`src/rtl/coin_button_conditioner_if.sv`:
```
// rtl/coin_button_conditioner_if.sv - raw button inputs and conditioned pulse outputs
interface coin_button_conditioner_if;
    logic       nickel_btn;
    logic       dime_btn;
    logic       jolt_btn;
    logic       buzz_btn;
    logic       nickel;
    logic       dime;
    logic       jolt;
    logic       buzzWater;
    logic [3:0] pending;

    modport master (
        output nickel_btn, dime_btn, jolt_btn, buzz_btn,
        input  nickel, dime, jolt, buzzWater, pending
    );

    modport slave (
        input  nickel_btn, dime_btn, jolt_btn, buzz_btn,
        output nickel, dime, jolt, buzzWater, pending
    );
endinterface

```
`src/rtl/coin_button_conditioner.sv`:
```
// rtl/coin_button_conditioner.sv - sync, debounce and one-pulse-per-clock arbitration of coin/selection buttons
module coin_button_conditioner #(
    parameter  int DEBOUNCE_CYCLES = 4,
    localparam int CNT_W           = $clog2(DEBOUNCE_CYCLES + 1)
) (
    input  logic                        clk,
    input  logic                        rst,
    coin_button_conditioner_if.slave    bus
);
    typedef enum logic [1:0] {IDLE, PRESS_CHK, HELD, REL_CHK} state_t;

    localparam logic [CNT_W-1:0] LAST = CNT_W'(DEBOUNCE_CYCLES - 1);

    // Channel index matches the pending bit: 3=dime, 2=nickel, 1=buzzWater, 0=jolt.
    logic [3:0]       raw;
    logic [3:0]       sync1_q, sync1_d;
    logic [3:0]       sync2_q, sync2_d;
    state_t           state_q [4];
    state_t           state_d [4];
    logic [CNT_W-1:0] cnt_q   [4];
    logic [CNT_W-1:0] cnt_d   [4];
    logic [3:0]       rise;
    logic [3:0]       grant;
    logic [3:0]       pending_q, pending_d;
    logic [3:0]       out_q, out_d;

    assign raw = {bus.dime_btn, bus.nickel_btn, bus.buzz_btn, bus.jolt_btn};

    always_ff @(posedge clk or posedge rst) begin
        if (rst) begin
            sync1_q   <= '0;
            sync2_q   <= '0;
            pending_q <= '0;
            out_q     <= '0;
            for (int i = 0; i < 4; i++) begin
                state_q[i] <= IDLE;
                cnt_q[i]   <= '0;
            end
        end else begin
            sync1_q   <= sync1_d;
            sync2_q   <= sync2_d;
            pending_q <= pending_d;
            out_q     <= out_d;
            for (int i = 0; i < 4; i++) begin
                state_q[i] <= state_d[i];
                cnt_q[i]   <= cnt_d[i];
            end
        end
    end

    // The counter tallies consecutive edges where the synced level disagrees with
    // the debounced level; any agreeing sample drops it back to zero.
    always_comb begin
        sync1_d = raw;
        sync2_d = sync1_q;
        for (int i = 0; i < 4; i++) begin
            state_d[i] = state_q[i];
            cnt_d[i]   = '0;
            case (state_q[i])
                IDLE: begin
                    if (sync2_q[i]) begin
                        state_d[i] = PRESS_CHK;
                        cnt_d[i]   = CNT_W'(1);
                    end
                end
                PRESS_CHK: begin
                    if (!sync2_q[i]) begin
                        state_d[i] = IDLE;
                    end else if (cnt_q[i] == LAST) begin
                        state_d[i] = HELD;
                    end else begin
                        cnt_d[i] = cnt_q[i] + CNT_W'(1);
                    end
                end
                HELD: begin
                    if (!sync2_q[i]) begin
                        state_d[i] = REL_CHK;
                        cnt_d[i]   = CNT_W'(1);
                    end
                end
                REL_CHK: begin
                    if (sync2_q[i]) begin
                        state_d[i] = HELD;
                    end else if (cnt_q[i] == LAST) begin
                        state_d[i] = IDLE;
                    end else begin
                        cnt_d[i] = cnt_q[i] + CNT_W'(1);
                    end
                end
                default: state_d[i] = IDLE;
            endcase
        end
    end

    // A fresh press wins over the grant that clears the same bit, so it stays pending.
    always_comb begin
        rise  = '0;
        grant = '0;
        for (int i = 0; i < 4; i++) begin
            rise[i] = (state_q[i] == PRESS_CHK) && sync2_q[i] && (cnt_q[i] == LAST);
        end
        if (pending_q[3])      grant = 4'b1000;
        else if (pending_q[2]) grant = 4'b0100;
        else if (pending_q[1]) grant = 4'b0010;
        else if (pending_q[0]) grant = 4'b0001;
        pending_d = (pending_q & ~grant) | rise;
        out_d     = grant;
    end

    assign bus.dime      = out_q[3];
    assign bus.nickel    = out_q[2];
    assign bus.buzzWater = out_q[1];
    assign bus.jolt      = out_q[0];
    assign bus.pending   = pending_q;
endmodule

```
`src/flat_wrapper.sv`:
```
// flat-port wrapper written by rule: the top's interface ports become plain ports
module coin_button_conditioner_flat 
#(
    parameter  int DEBOUNCE_CYCLES = 4,
    localparam int CNT_W           = $clog2(DEBOUNCE_CYCLES + 1)
)
  (clk, rst, bus_nickel_btn, bus_dime_btn, bus_jolt_btn, bus_buzz_btn, bus_nickel, bus_dime, bus_jolt, bus_buzzWater, bus_pending);
  coin_button_conditioner_if bus_i ();
  input  logic clk;
  input  logic rst;
  input wire logic [$bits(bus_i.nickel_btn)-1:0] bus_nickel_btn;
  input wire logic [$bits(bus_i.dime_btn)-1:0] bus_dime_btn;
  input wire logic [$bits(bus_i.jolt_btn)-1:0] bus_jolt_btn;
  input wire logic [$bits(bus_i.buzz_btn)-1:0] bus_buzz_btn;
  output wire logic [$bits(bus_i.nickel)-1:0] bus_nickel;
  output wire logic [$bits(bus_i.dime)-1:0] bus_dime;
  output wire logic [$bits(bus_i.jolt)-1:0] bus_jolt;
  output wire logic [$bits(bus_i.buzzWater)-1:0] bus_buzzWater;
  output wire logic [$bits(bus_i.pending)-1:0] bus_pending;
  assign bus_i.nickel_btn = bus_nickel_btn;
  assign bus_i.dime_btn = bus_dime_btn;
  assign bus_i.jolt_btn = bus_jolt_btn;
  assign bus_i.buzz_btn = bus_buzz_btn;
  assign bus_nickel = bus_i.nickel;
  assign bus_dime = bus_i.dime;
  assign bus_jolt = bus_i.jolt;
  assign bus_buzzWater = bus_i.buzzWater;
  assign bus_pending = bus_i.pending;
  coin_button_conditioner #(.DEBOUNCE_CYCLES(DEBOUNCE_CYCLES)) u_core (.clk(clk), .rst(rst), .bus(bus_i));
endmodule
```
`config.mk`:
```
export PLATFORM = sky130hd
export DESIGN_NAME = coin_button_conditioner_flat
export DESIGN_NICKNAME = d
export VERILOG_FILES = /design/src/rtl/coin_button_conditioner_if.sv /design/src/rtl/coin_button_conditioner.sv /design/src/flat_wrapper.sv
export SDC_FILE = /design/constraint.sdc
export NUM_CORES = 1
export LEC_CHECK = 0
export ABC_CLOCK_PERIOD_IN_PS = 2200
export BUFFER_PORTS_ARGS = -buffer_cell sky130_fd_sc_hd__buf_4
export CELL_PAD_IN_SITES_DETAIL_PLACEMENT = 0
export CELL_PAD_IN_SITES_GLOBAL_PLACEMENT = 2
export CORE_AREA = 3 3 66 68
export DETAILED_ROUTE_END_ITERATION = 6
export DIE_AREA = 0 0 69 71
export GPL_ROUTABILITY_DRIVEN = 0
export HOLD_SLACK_MARGIN = 0.12
export PLACE_DENSITY_LB_ADDON = 0.05
export SLEW_MARGIN = 20
export SYNTH_ARGS = -nofsm -noshare
export SYNTH_HDL_FRONTEND = slang
export SYNTH_SLANG_ARGS = --single-unit
```
`constraint.sdc`:
```
create_clock -name clk -period 2.2 [get_ports clk]
set_input_delay 0.33 -clock clk [delete_from_list [all_inputs] [get_ports clk]]
set_output_delay 0.33 -clock clk [all_outputs]
set_load 0.02 [all_outputs]
```
==> results.md <==
Outcome:
- The run finished with clean final reports.

Layout:
- The share of layout cells above drive strength 1 is 0.236.
- Leaving out filler cells and counting taps, the final layout contains 160.
- The area added between synthesis and finish is 19.0%.
- The antenna diode instance count is 0.
- For this run, the post-layout net count is around 120.
- The finished cells cover 0.00156 mm2.

Hold path:
- The tightest min-delay check is of the in -> async type.

Drt:
- In the routed design, unresolved DRC markers number 0.
- The via count normalized by instance count is 4.69.
- In this run the remaining antenna-violating nets after routing total 0.
- The count of TritonRoute iterations in the first routing pass is 3.
- The wire length per cell after detailed routing is approximately 13 um.
- The final layout contains routed wiring with a total length of roughly 2 mm.
- After the first detailed-routing iteration, the DRC count stood at 51.
- For this block, the via count after detailed routing is 750.

Setup path:
- The endpoint type of the worst setup path is a flop.
- The worst setup path is launched from a flop.
- Along the worst path, the maximum fanout reaches 4.
- The worst register-to-register path has a setup slack of 0.94 ns.
- The required time of the worst setup path is 2.37 ns.
- Data on the critical path arrives at its endpoint at 1.43 ns.
- The critical path in this run is classified as reg -> reg.
- The path depth of the worst reg2reg path is 3.
- The worst flop-to-flop path startpoint is u_core.cnt_q[9].

Timing:
- The final setup violation count is 0.
- The worst hold slack is around 0.14 ns.
- Setup repair after global routing left no endpoint under its margin.
- For the final routed database, the setup TNS stands at 0 ns.
- The clock period could shrink to 1.26 ns.
- The final hold violation count came to 0.
- Based on the critical path, the design can be clocked at up to between 700 and 800 MHz.
- The largest clock skew in the final design is 0.00368 ns.
- The total count of max-transition violations in the final report was 0.
- The pin slew with the least headroom to its limit is about 0.45 ns.
- The ratio of final minimum period to clock period is 0.572.
- Measured against its own limit, the worst slew margin works out to 0.701.

Global routing:
- The number of antenna violations at the first check in global routing is 0.
- The via count of the first global-routing pass is 735.
- The met1 track demand over resource in global routing is 0.115.
- The first global-routing pass estimated 3.41 mm of wire.
- The aggregate global routing overflow is 0.
- The global-route total usage across every layer is 0.0928.
- The global routing stage identified its most utilized layer as met2.
- For met2 alone, demand over resource in global routing was 0.124.
- Entering global routing, the biggest net connects 37 pins.
- For this run, global-route usage on met3 was measured as 0.0384.

Job:
- Across the run, the number of max-cap violations was 0.

Place:
- The number of placed cells counting well taps is 152.
- The placed instances occupy a cell area of 0.00147 mm2.
- Input and output buffers added on the ports amount to 13.
- The wire-length estimate of the detail-placed layout is 1.37 mm.

Clock network:
- Clock-pin slew was measured on the worst setup and hold paths at 0.07 ns.
- Counting along the longest clock path gives a buffer depth of 2.
- The clock latency of the later-clocked register in the worst-skew pair is 0.29 ns.
- The number of buffers inserted during clock tree synthesis is 5.
- The total of cells resized after clock tree synthesis is 0.
- The H-tree was split into 2 levels.
- The CTS tree is yes.
- Counting every sink on the clock net gives 36.
- The buffer count from post-CTS setup fixing is 0.
- The post-cts hold buffer count is 0.
- The tree is rooted in a sky130_fd_sc_hd__clkbuf_8.

Power:
- The leakage power summed over all cells is 0.000754 uW.
- The sum of internal, switching and leakage power is 1750 uW.
- The maximum vdd ir drop is about 0.4 mV.
- For this design the ratio of total power to cell area is 1120 mW/mm2.

Floorplan:
- In this run the horizontal extent of the chip is between 60 and 70 um.
- The core outline area is 0.00391 mm2.
- The count of standard-cell rows is 23.
- The floorplan step defined a die boundary enclosing ~0.0049 mm2.
- The height of the chip is 71 um.
- The number of primary I/O pins is 14.
- The initial utilization of the core area, before any placement, comes to 0.336.

Synthesis:
- The average size of a mapped cell is 14.8 um2.
- The number of nets handed over by synthesis was a little under 100.
- The gate count after technology mapping is between 80 and 90.
- The synthesized design contains 36 register bits.
- The count of cell types in the netlist is 22.
- The part of the Yosys area used for sequential elements is 0.686.
- The cell area that synthesis handed to floorplanning was 0.00131 mm2.
- For this run, the number of Yosys warnings is 0.
[worst max-delay path, stage by stage (launching register included)]
cell and delay (ns):
sky130_fd_sc_hd__dfrtp_1 0.36, sky130_fd_sc_hd__ha_1 0.19, sky130_fd_sc_hd__and3b_1 0.25, sky130_fd_sc_hd__mux2_2 0.34
[cell usage after synthesis]
| cell type | instances | share of area |
|---|---|---|
| sky130_fd_sc_hd__nand3b_1 | 2 | 0.011 |
| sky130_fd_sc_hd__a2111oi_2 | 1 | 0.011 |
| sky130_fd_sc_hd__nand2b_1 | 3 | 0.014 |
| sky130_fd_sc_hd__and2b_2 | 1 | 0.0067 |
| sky130_fd_sc_hd__nor4bb_1 | 3 | 0.023 |
| sky130_fd_sc_hd__xnor2_1 | 4 | 0.027 |
| sky130_fd_sc_hd__o21ai_0 | 2 | 0.0076 |
| sky130_fd_sc_hd__ha_1 | 4 | 0.038 |
| sky130_fd_sc_hd__nor2_1 | 4 | 0.011 |
| sky130_fd_sc_hd__inv_1 | 7 | 0.020 |
| sky130_fd_sc_hd__buf_4 | 1 | 0.0057 |
| sky130_fd_sc_hd__dfrtp_1 | 36 | 0.69 |
| sky130_fd_sc_hd__a21oi_1 | 1 | 0.0038 |
| sky130_fd_sc_hd__nor3b_1 | 2 | 0.011 |
| sky130_fd_sc_hd__and4b_1 | 2 | 0.015 |
| sky130_fd_sc_hd__a32o_1 | 2 | 0.015 |
| sky130_fd_sc_hd__nor4_1 | 1 | 0.0048 |
| sky130_fd_sc_hd__mux2_2 | 4 | 0.034 |
| sky130_fd_sc_hd__and3b_1 | 4 | 0.027 |
| sky130_fd_sc_hd__or3_1 | 1 | 0.0048 |
| sky130_fd_sc_hd__a211oi_1 | 3 | 0.017 |
| sky130_fd_sc_hd__a31oi_1 | 1 | 0.0048 |
[placed cells by master, fill, tap and decap left out, drive strengths merged]
cell / instances
a2111oi: 1
a211oi: 3
a21oi: 1
a31oi: 1
a32o: 2
and2b: 1
and3b: 4
and4b: 2
buf: 14
clkbuf: 8
dfrtp: 36
ha: 4
inv: 7
mux2: 4
nand2b: 3
nand3b: 2
nor2: 4
nor3b: 2
nor4: 1
nor4bb: 3
o21ai: 2
or3: 1
xnor2: 4
[cell families (layout without fill, tap and decap cells)]
kind of cell	after synthesis	in the layout	synth area share
adders and majority gates	4	4	0.0381
buffers and inverters	8	29	0.0257
and+or+nand+nor	23	23	0.130
muxes	4	4	0.0343
xor gates and xnor gates	4	4	0.0267
DFF	36	36	0.686
AOI/OAI and AO/OA	10	10	0.0600
[report_power, final]
part / internal [uW] / switching (uW) / total [uW]
Clock: 255 / 222 / 477
Sequential: 821 / 109 / 930
Combinational: 180 / 166 / 346
Total: 1260 / 497 / 1750
[per-layer routing]
metal | vias to the layer above | routed length, um
li1 | 351 | -
met1 | 375 | 915
met2 | 17 | 901
met3 | 7 | 118
met4 | 0 | 76
met5 | - | 0
[final cells by class]
type                    count  area [um2]
fillers                   392        2350
flip-flops and latches     36         901
multi-input cells          45         379
repair buffers             14         105
clock buffers               8        90.1
well taps                  50        62.6
inverters                   7        26.3
[metrics by stage]
step | worst slack (ns) | util
final | 0.942 | 0.400
after global routing | 0.880 | 0.400
after CTS | 0.913 | 0.400
after detailed placement | 0.962 | 0.377
after global placement | 0.980 | 0.377
after floorplan | 1.03 | -
[how the worst max path moves through the flow]
stage | start | slack, ns | endpoint | cells after the start
after global placement | u_core.cnt_q[3] | 0.98 | flop | 3
final | u_core.cnt_q[9] | 0.94 | flop | 3
after detailed placement | u_core.cnt_q[3] | 0.96 | flop | 3
after floorplan | u_core.cnt_q[9] | 1.03 | flop | 3
after global routing | u_core.bus.pending[3] | 0.88 | bus_pending[3] | 1
after CTS | u_core.bus.pending[3] | 0.91 | bus_pending[3] | 1
(Power assumes the default switching activity.)
